$ cat src/rtl/ahfp_pkg.sv
// Shared definitions for the ahfp floating-point units (adder and divider).
// Field layout, special encodings, FSM state enum and widths live here.
package ahfp_pkg;

  localparam int EXP_BIAS = 127;
  localparam int MANT_W   = 24;
  localparam int REM_W    = 26;
  localparam int QUO_W    = 25;
  localparam int EXP_W    = 10;

  localparam logic [31:0] FP_POS_INF = 32'h7F800000;
  localparam logic [31:0] FP_QNAN    = 32'h7FC00000;

  typedef struct packed {
    logic        sign;
    logic [7:0]  exp;
    logic [22:0] frac;
  } fp32_t;

  typedef enum logic [1:0] {
    ST_IDLE  = 2'd0,
    ST_DIV   = 2'd1,
    ST_ROUND = 2'd2
  } ahfp_state_e;

  // Signed infinity; also the saturation value on exponent overflow.
  function automatic logic [31:0] fp_inf(input logic sign);
    return {sign, FP_POS_INF[30:0]};
  endfunction

endpackage

$ cat src/rtl/ahfp_div_step.sv
// One restoring-division step: subtract the divisor if it fits, emit the
// quotient bit and return the remainder shifted left for the next bit.
module ahfp_div_step
  import ahfp_pkg::*;
(
  input  logic [REM_W-1:0]  rem,
  input  logic [MANT_W-1:0] divisor,
  output logic [REM_W-1:0]  next_rem,
  output logic              qbit
);

  logic [REM_W-1:0] w_div_ext;
  logic [REM_W-1:0] w_diff;
  logic [REM_W-1:0] w_sel;

  assign w_div_ext = {{(REM_W-MANT_W){1'b0}}, divisor};
  assign qbit      = (rem >= w_div_ext);
  assign w_diff    = rem - w_div_ext;
  assign w_sel     = qbit ? w_diff : rem;
  assign next_rem  = w_sel << 1;

endmodule

$ cat src/rtl/ahfp_div_multi.sv
// Multi-cycle IEEE-754 single divider, one quotient bit per enabled cycle,
// with flush-to-zero and saturate-to-infinity range handling.
//
//   state    | meaning
//   ---------+--------------------------------------------------------
//   ST_IDLE  | waiting for start; operands unpacked and classified
//   ST_DIV   | 25 restoring steps, quotient MSB first
//   ST_ROUND | round-half-up, range check, register result, pulse done
module ahfp_div_multi
  import ahfp_pkg::*;
(
  input  logic        clk,
  input  logic        reset_n,
  input  logic        clk_en,
  input  logic        start,
  input  logic [31:0] dataa,
  input  logic [31:0] datab,
  output logic        done,
  output logic [31:0] result
);

  fp32_t                    w_a;
  fp32_t                    w_b;
  logic                     w_a_zero;
  logic                     w_b_zero;
  logic                     w_sign;
  logic [MANT_W-1:0]        w_ma;
  logic [MANT_W-1:0]        w_mb;
  logic                     w_ma_lt;
  logic [EXP_W-1:0]         w_e_raw;
  logic [31:0]              w_spec_res;

  logic [REM_W-1:0]         w_next_rem;
  logic                     w_qbit;

  logic [QUO_W-1:0]         w_m;
  logic                     w_m_ovf;
  logic [22:0]              w_frac;
  logic signed [EXP_W-1:0]  w_e_rnd;
  logic [31:0]              w_packed;

  ahfp_state_e              r_state;
  logic [4:0]               r_cnt;
  logic [REM_W-1:0]         r_rem;
  logic [MANT_W-1:0]        r_mb;
  logic [QUO_W-1:0]         r_q;
  logic signed [EXP_W-1:0]  r_exp;
  logic                     r_sign;
  logic                     r_special;
  logic [31:0]              r_spec_res;
  logic                     r_done;
  logic [31:0]              r_result;

  assign w_a      = dataa;
  assign w_b      = datab;
  assign w_a_zero = (w_a.exp == 8'd0);
  assign w_b_zero = (w_b.exp == 8'd0);
  assign w_sign   = w_a.sign ^ w_b.sign;
  assign w_ma     = {1'b1, w_a.frac};
  assign w_mb     = {1'b1, w_b.frac};
  assign w_ma_lt  = (w_ma < w_mb);

  // Pre-normalising the dividend guarantees the quotient MSB is 1.
  assign w_e_raw = {2'b00, w_a.exp} - {2'b00, w_b.exp} + EXP_W'(EXP_BIAS)
                 - {{(EXP_W-1){1'b0}}, w_ma_lt};

  always_comb begin
    w_spec_res = 32'd0;
    if (w_a_zero && w_b_zero) w_spec_res = FP_QNAN;
    else if (w_b_zero)        w_spec_res = fp_inf(w_sign);
  end

  ahfp_div_step u_step (
    .rem      (r_rem),
    .divisor  (r_mb),
    .next_rem (w_next_rem),
    .qbit     (w_qbit)
  );

  // q[0] is the guard bit; a carry out of rounding renormalises by one.
  assign w_m     = {1'b0, r_q[QUO_W-1:1]} + {{(QUO_W-1){1'b0}}, r_q[0]};
  assign w_m_ovf = w_m[QUO_W-1];
  assign w_frac  = w_m_ovf ? w_m[23:1] : w_m[22:0];
  assign w_e_rnd = r_exp + {{(EXP_W-1){1'b0}}, w_m_ovf};

  always_comb begin
    w_packed = {r_sign, w_e_rnd[7:0], w_frac};
    if (w_e_rnd <= 10'sd0)        w_packed = 32'd0;
    else if (w_e_rnd >= 10'sd255) w_packed = fp_inf(r_sign);
  end

  always_ff @(posedge clk or negedge reset_n) begin
    if (!reset_n) begin
      r_state    <= ST_IDLE;
      r_cnt      <= 5'd0;
      r_rem      <= '0;
      r_mb       <= '0;
      r_q        <= '0;
      r_exp      <= '0;
      r_sign     <= 1'b0;
      r_special  <= 1'b0;
      r_spec_res <= 32'd0;
      r_done     <= 1'b0;
      r_result   <= 32'd0;
    end else if (clk_en) begin
      case (r_state)
        ST_IDLE: begin
          r_done <= 1'b0;
          if (start) begin
            r_sign <= w_sign;
            if (w_a_zero || w_b_zero) begin
              r_special  <= 1'b1;
              r_spec_res <= w_spec_res;
              r_state    <= ST_ROUND;
            end else begin
              r_special <= 1'b0;
              r_rem     <= w_ma_lt ? {1'b0, w_ma, 1'b0} : {2'b00, w_ma};
              r_mb      <= w_mb;
              r_exp     <= w_e_raw;
              r_q       <= '0;
              r_cnt     <= 5'd0;
              r_state   <= ST_DIV;
            end
          end
        end
        ST_DIV: begin
          r_rem <= w_next_rem;
          r_q   <= {r_q[QUO_W-2:0], w_qbit};
          r_cnt <= r_cnt + 5'd1;
          if (r_cnt == 5'd24) r_state <= ST_ROUND;
        end
        ST_ROUND: begin
          r_result <= r_special ? r_spec_res : w_packed;
          r_done   <= 1'b1;
          r_state  <= ST_IDLE;
        end
        default: r_state <= ST_IDLE;
      endcase
    end
  end

  assign done   = r_done;
  assign result = r_result;

endmodule

$ cat config.mk
export PLATFORM = sky130hd
export DESIGN_NAME = ahfp_div_multi
export DESIGN_NICKNAME = d
export VERILOG_FILES = /design/src/rtl/ahfp_pkg.sv /design/src/rtl/ahfp_div_step.sv /design/src/rtl/ahfp_div_multi.sv
export SDC_FILE = /design/constraint.sdc
export NUM_CORES = 1
export LEC_CHECK = 0
export ABC_AREA = 1
export BUFFER_PORTS_ARGS = -buffer_cell sky130_fd_sc_hd__buf_2
export CORE_ASPECT_RATIO = 1.4
export CORE_MARGIN = 2
export CORE_UTILIZATION = 43
export CTS_CLUSTER_DIAMETER = 30
export DETAILED_ROUTE_END_ITERATION = 12
export PLACE_DENSITY = 0.68
export SKIP_LAST_GASP = 1
export SLEW_MARGIN = 20
export SYNTH_ARGS = -nofsm -noshare
export SYNTH_HDL_FRONTEND = slang
export SYNTH_HIERARCHICAL = 1
export SYNTH_SLANG_ARGS = --single-unit
$ cat constraint.sdc
create_clock -name clk -period 4.45 [get_ports clk]
set_input_delay 0.445 -clock clk [delete_from_list [all_inputs] [get_ports clk]]
set_output_delay 0.445 -clock clk [all_outputs]
set_load 0.05 [all_outputs]
==> results of run 1 <==
==> area by class of cell <==
class,count,share of cell area
Inverter,252,0.08098
Clock buffer,21,0.03942
Sequential cell,130,0.2785
Tap cell,310,0.03320
Timing Repair Buffer,105,0.04659
Multi-Input combinational cell,1121,0.5099
Clock inverter,10,0.01146
==> registers in the layout (all words and copies together) (netlist names) <==
name and count:
r_mb 24, r_cnt 5, r_q 25, result 32, r_rem 26, r_exp 10, done 1, r_spec_res 3
r_special 1, r_state 2, r_sign 1
==> power breakdown <==
group / switching (uW) / internal, uW / total (uW)
sequential: 271 / 1540 / 1810
combinational: 3170 / 1550 / 4720
clock: 533 / 903 / 1440
==> kinds of logic (layout without fill, tap and decap cells) <==
group / Yosys count / count (layout) / synth area share
simple gates: 845 / 845 / 0.3611
buf+inv: 287 / 388 / 0.1107
compound gates: 164 / 164 / 0.09101
flops: 130 / 130 / 0.3142
fa+ha+maj: 71 / 71 / 0.08799
xor+xnor: 40 / 40 / 0.03457
other cells: 1 / 1 / 0.0003622
==> worst register-to-register path, cell delays in order, from the launching register on <==
cell and delay [ns]:
dfrtp_1 0.35, ha_1 0.17, ha_1 0.18, nand3_1 0.15, nor2_1 0.16, nand4_1 0.16, nor2_2 0.25, nand2_1 0.13
nor2_4 0.17, ha_1 0.27, nand2_2 0.09, nor2_4 0.11, xnor2_1 0.19, nor2_1 0.11, nand3_2 0.11, nand3_1 0.09
nor2_2 0.45, nand3_1 0.14, nand2_1 0.09
==> through the flow <==
stage / area [um^2] / power, uW
after floorplan: 10350 / 5475
after detailed placement: 11090 / 6501
after global placement: 11090 / 6432
after global routing: 11680 / 8716
after CTS: 11680 / 7990
final: 11680 / 7966
==> layout by cell type (no fill, tap or decap), types with 2 or more instances in the layout <==
master	instances
nor3_1	12
o21ai_1	2
nand3_1	112
inv_1	245
buf_2	99
xor2_1	34
nand4_1	22
clkbuf_16	17
clkbuf_8	2
a21o_1	2
a21oi_1	48
clkbuf_1	2
nor2_1	103
nor2_4	10
dfrtp_1	130
nor3_2	2
clkinv_2	4
a22oi_1	14
ha_1	68
or2_2	16
o22ai_1	25
fa_1	3
buf_4	5
nand2_4	2
inv_2	7
nor2_2	11
a31oi_1	2
nand2_1	514
and2_1	2
nand2_2	24
clkinvlp_4	2
o21ai_0	55
xnor2_1	5
a21oi_2	2
nand3_2	4
bufinv_16	3
a21boi_0	8
nand3b_1	4
==> worst paths after layout <==
| check | from | endpoint |
|---|---|---|
| max in group asynchronous | reset_n | r_q[21]$_DFFE_PN0P_ |
| worst max register to register | r_q[0]$_DFFE_PN0P_ | result[20]$_DFFE_PN0P_ |
| worst min-delay path | reset_n | r_mb[12]$_DFFE_PN0P_ |
| worst min register to register | result[6]$_DFFE_PN0P_ | result[6]$_DFFE_PN0P_ |
| min in group clk | datab[0] | r_mb[0]$_DFFE_PN0P_ |
| worst max-delay path | r_q[0]$_DFFE_PN0P_ | result[20]$_DFFE_PN0P_ |
==> layer usage <==
| metal | vias up | GRT usage | share of wire | wire (um) |
|---|---|---|---|---|
| met4 | 0 | 0.07532 | 0.023 | 622 |
| met3 | 35 | 0.03271 | 0.028 | 751 |
| met5 | - | 0 | 0 | 0 |
| met2 | 173 | 0.4387 | 0.56 | 15170 |
| met1 | 4454 | 0.2311 | 0.39 | 10470 |
| li1 | 5017 | - | - | - |
==> out/qor.csv, run 1 <==
stage;metric;value;unit
placement;Placer Congestion;0.9570;
clock_network;post-CTS sizing;0;
synth;Netlist Area Pre-Place;10350;um^2
critical_path;R2R setup slack;1.02;ns
synth;Synth Area per Inst;6.731;um^2
route;wire length per cell;13.86;um
finish;fillcell total;2468;
critical_path;Cell Chain, Critical Path;ha_1, ha_1, nand3_1, nor2_1, nand4_1, nor2_2, nand2_1, nor2_4, ha_1, nand2_2, nor2_4, xnor2_1, nor2_1, nand3_2, nand3_1, nor2_2, nand3_1, nand2_1;
critical_path;WP depth;18;
critical_path;Worst path max stage delay;0.45;ns
critical_path;WP buf/inv;0;
clock_network;CTS Buf Count;17;
route;Vias/cell;4.966;
pwr;Peak VDD IR;405.0;uV
clock_network;CTS Sinks;130;
timing;Rel. slew slack;0.4079;
die;Die Wd;135.1;um
placement;Port Buf Inserts;100;
synth;Post-Syn Instances;1538;
run;max cap viols;0;
synth;yosys warns;6;
global_route;antenna violations before repair;0;
finish;Final #Nets;1766;
critical_path;startpoint types;flop;
timing;Post-Route Setup TNS;0;ns
synth;Post-synth top cells;nand2_1 (514), inv_1 (245), dfrtp_1 (130);
finish;fin util;0.4906;
synth;Synth area leaders;dfrtp_1 (31%), nand2_1 (19%), inv_1 (8.9%);
global_route;vias in the first global route;9651;
finish;layout cells sized above 1;0.1342;
timing;fin. max-slew vios;0;
finish;Layout area overhead;12.84;%
critical_path;endpoint type of the worst setup path;flop;
synth;Netlist cell types;50;
global_route;total grt overflow;0;
clock_network;Hold Buf Count CTS;0;
die;boundary pin count;101;
finish;footprint of the multi-input gates;5956;um^2
placement;Placement Setup Slack;1.004;ns
die;die area;25350;um^2
die;core area;23810;um^2
finish;number of diodes;0;
timing;final setup vio count;0;
critical_path;Slowest cell on crit path;nor2_2;
timing;min cycle time layout;3.427;ns
clock_network;post-CTS setup buffer count;0;
timing;Worst Tran Pin Value;0.8881;ns
finish;sequential cell area;3253;um^2
synth;syn_nets;1677;
critical_path;Crit Path Class;flop to flop;
clock_network;later-pin clock latency in the skew report;0.43;ns
route;DR vias;9679;
critical_path;cell class contributing the biggest share of worst-path delay;simple AND/OR/NAND/NOR gates;
synth;Synth top area share;0.3142;
route;drt initial violations;465;
min_path;HP Class;primary input to async pin;
route;DRT Wirelength;27.02;mm
global_route;first-pass GRT wire length;45.25;mm
timing;slack of the critical path;1.023;ns
critical_path;crit-path max FO;13;
clock_network;CTS tree;yes;
route;DRC violations left;0;
synth;top_reg_cell synth;dfrtp_1;
clock_network;H-Tree Depth;4;
placement;DP HPWL;20.92;mm
status;status;completed;
pwr;leakage;0.006541;uW
synth;top-count cell post-synth;nand2_1;
timing;post-route clock period utilization;0.7701;
die;FP Rows;67;
placement;post-placement cell count;1918;
finish;final non-filler cell total;1949;
clock_network;Reg clk slew, reported paths;0.06;ns
die;initial core utilization;0.4348;
timing;Final Hold Violating Endpoints;0;
die;Die H;187.6;um
synth;register area share after synthesis;0.3142;
critical_path;Worst Path Arrival;3.79;ns
timing;final hold slack;0.08973;ns
synth;Async SR Flop Fraction;1.000;
timing;RSZ-0062 raised after global routing;no;
critical_path;FF-to-FF path depth;18;
clock_network;clk buf depth;2;
timing;clock skew;0.006507;ns
global_route;largest net degree at the start of global routing;97;
global_route;Global Route Usage Sum;0.2212;
synth;Synth Register Bits;130;
synth;number of synthesized flops with an enable pin;0;
critical_path;worst endpoint required time;4.82;ns
pwr;power density over the cells;681.9;nW/um^2
clock_network;Clock Tree Root;clkbuf_16;
synth;Yosys top cell by area;dfrtp_1;
timing;Fmax achieved;291.8;MHz
route;Pre-antenna DRT Iters;5;
route;ANT nets after route;0;
Note: power is estimated with default switching activity, not from simulation.
==> run 2, diff against run 1 <==
- PLACE_DENSITY: 0.68 -> 0.7
- clock period: 4.45 -> 2.8 ns (I/O delays scaled with it)
==> out/qor.csv, run 2 (synthesized netlist as in run 1, its figures left out) <==
stage;metric;value;unit
critical_path;endpoint type of the worst setup path;flop;
pwr;leakage;0.006918;uW
timing;Worst Tran Pin Value;0.8549;ns
clock_network;CTS Buf Count;17;
critical_path;Slowest cell on crit path;dfrtp_1;
route;DR vias;10080;
route;Vias/cell;4.999;
route;DRT Wirelength;28.89;mm
timing;min cycle time layout;3.008;ns
clock_network;CTS tree;yes;
die;die area;25350;um^2
timing;clock skew;0.009579;ns
route;DRC violations left;0;
pwr;Peak VDD IR;554.9;uV
critical_path;R2R setup slack;-0.21;ns
finish;footprint of the multi-input gates;6266;um^2
die;FP Rows;67;
finish;Layout area overhead;21.36;%
placement;Placement Setup Slack;-0.2161;ns
pwr;power density over the cells;1069;nW/um^2
route;drt initial violations;453;
critical_path;startpoint types;flop;
finish;number of diodes;0;
finish;fin util;0.5277;
critical_path;Worst Path Arrival;3.36;ns
finish;Final #Nets;1833;
placement;DP HPWL;22.40;mm
timing;fin. max-slew vios;0;
finish;layout cells sized above 1;0.1927;
min_path;HP Class;primary input to flop;
placement;Placed Area;11660;um^2
timing;Fmax achieved;332.4;MHz
global_route;largest net degree at the start of global routing;52;
die;boundary pin count;101;
critical_path;Crit Path Class;flop to flop;
finish;commonest non-fill, non-tap cell in the layout;nand2_1;
placement;Placer Congestion;0.9746;
critical_path;worst endpoint required time;3.15;ns
die;Die H;187.6;um
critical_path;RR Endpoint;result[28]$_DFFE_PN0P_;
run;max cap viols;0;
finish;most frequent cells in the layout;nand2_1 (503), inv_1 (243), dfrtp_1 (130);
die;initial core utilization;0.4348;
global_route;vias in the first global route;10270;
finish;sequential cell area;3253;um^2
clock_network;CTS Sinks;130;
timing;final hold slack;0.09492;ns
min_path;cell count of the worst hold path;3;
route;ANT nets after route;0;
timing;post-route clock period utilization;1.074;
global_route;antenna violations before repair;0;
clock_network;later-pin clock latency in the skew report;0.44;ns
global_route;first-pass GRT wire length;48.39;mm
critical_path;Cell Chain, Critical Path;ha_4, ha_4, nand3_4, nor2_4, nand4_1, nor2_2, nand2_2, nor2_4, ha_4, nand2_4, nor2_4, nand2_1, nand2_1, nand2_2, nor2_2, nand3_2, nand2_4, nand2_8, nand2_2, nand2_1, a21boi_1;
min_path;Hold Path Sink;r_mb[0]$_DFFE_PN0P_;
clock_network;Clock Tree Root;clkbuf_16;
finish;fillcell total;2373;
finish;Finished Cell Area;12560;um^2
critical_path;crit-path max FO;4;
status;failing checks;negative setup slack;
global_route;total grt overflow;0;
die;Die Wd;135.1;um
timing;RSZ-0062 raised after global routing;yes;
clock_network;H-Tree Depth;4;
die;core area;23810;um^2
timing;final setup vio count;32;
timing;Rel. slew slack;0.4294;
critical_path;Worst path max stage delay;0.39;ns
status;status;finished with violations;
timing;Final Hold Violating Endpoints;0;
finish;max reg flops;32;
critical_path;worst flop-to-flop path startpoint;r_q[0]$_DFFE_PN0P_;
route;wire length per cell;14.32;um
route;Pre-antenna DRT Iters;5;
placement;Port Buf Inserts;100;
clock_network;Reg clk slew, reported paths;0.06;ns
timing;slack of the critical path;-0.2081;ns
global_route;Global Route Usage Sum;0.2362;
critical_path;FF-to-FF path depth;21;
min_path;hold_sp;datab[0];
clock_network;clk buf depth;2;
run 2: cell count changes in the layout (fill, tap and decap cells not counted), sizes merged:
cell | previous run | this run
buf | 105 | 169
clkinv | 5 | 3
inv | 252 | 254
nand2 | 541 | 543
bufinv | 3 | 4
clkbuf | 21 | 20
clkinvlp | 2 | 3
dlygate4sd3 | 0 | 1
run 2: stage by stage:
stage	total power (uW)	std cells	TNS, ns
after floorplan	8744	1538	-0.1951
after global placement	10540	1974	-2.173
after detailed placement	10650	1974	-4.869
after CTS	13330	2014	-1.123
after global routing	14630	2017	-9.747
final	13430	2017	-4.732
run 2: layer usage:
metal / routed length [um] / GRT usage / up-vias
met4: 875 / 0.08854 / 0
met5: 0 / 0 / -
met3: 712 / 0.03325 / 57
li1: - / - / 5149
met1: 11150 / 0.2483 / 4667
met2: 16140 / 0.4641 / 210
run 2: worst max-delay path, delay by kind of cell, from the launching register on:
kind	cells	cell delay, ns
and+or+nand+nor	17	1.90
adders and majority gates	3	0.47
DFF	1	0.39
AOI/OAI and AO/OA	1	0.15
run 2: worst max-delay path by stage:
stage | to | cells past startpoint | slack, ns | start
after floorplan | result[17]$_DFFE_PN0P_ | 20 | -0.03 | r_q[1]$_DFFE_PN0P_
after global placement | result[14]$_DFFE_PN0P_ | 19 | -0.13 | r_q[1]$_DFFE_PN0P_
after detailed placement | result[25]$_DFFE_PN0P_ | 20 | -0.22 | r_q[1]$_DFFE_PN0P_
after CTS | result[17]$_DFFE_PN0P_ | 20 | -0.07 | r_q[1]$_DFFE_PN0P_
after global routing | result[28]$_DFFE_PN0P_ | 21 | -0.38 | r_q[0]$_DFFE_PN0P_
final | result[28]$_DFFE_PN0P_ | 21 | -0.21 | r_q[0]$_DFFE_PN0P_
run 2: power by group:
part	switching, uW	internal, uW	leakage [uW]
combinational	5270	2810	0.00493
clock	907	1540	0.000303
sequential	457	2440	0.00169
total	6640	6790	0.00692
run 2: repair_timing:
item | in CTS | in global routing
hold buffers | 1 | 0
setup endpoints to repair | 32 | 32
buffers inserted | 5 | 4
resized for setup | 16 | 26
cloned | 2 | 0
pin swaps | 4 | 19
endpoints found under the hold margin | 46 | 0
run 2: final cells by class:
type | count | area share
repair buffers | 170 | 0.08535
well taps | 310 | 0.03087
flip-flops and latches | 130 | 0.2589
multi-input cells | 1123 | 0.4988
inverters | 252 | 0.07549
clock buffers | 20 | 0.03635
clock inverters | 12 | 0.01424
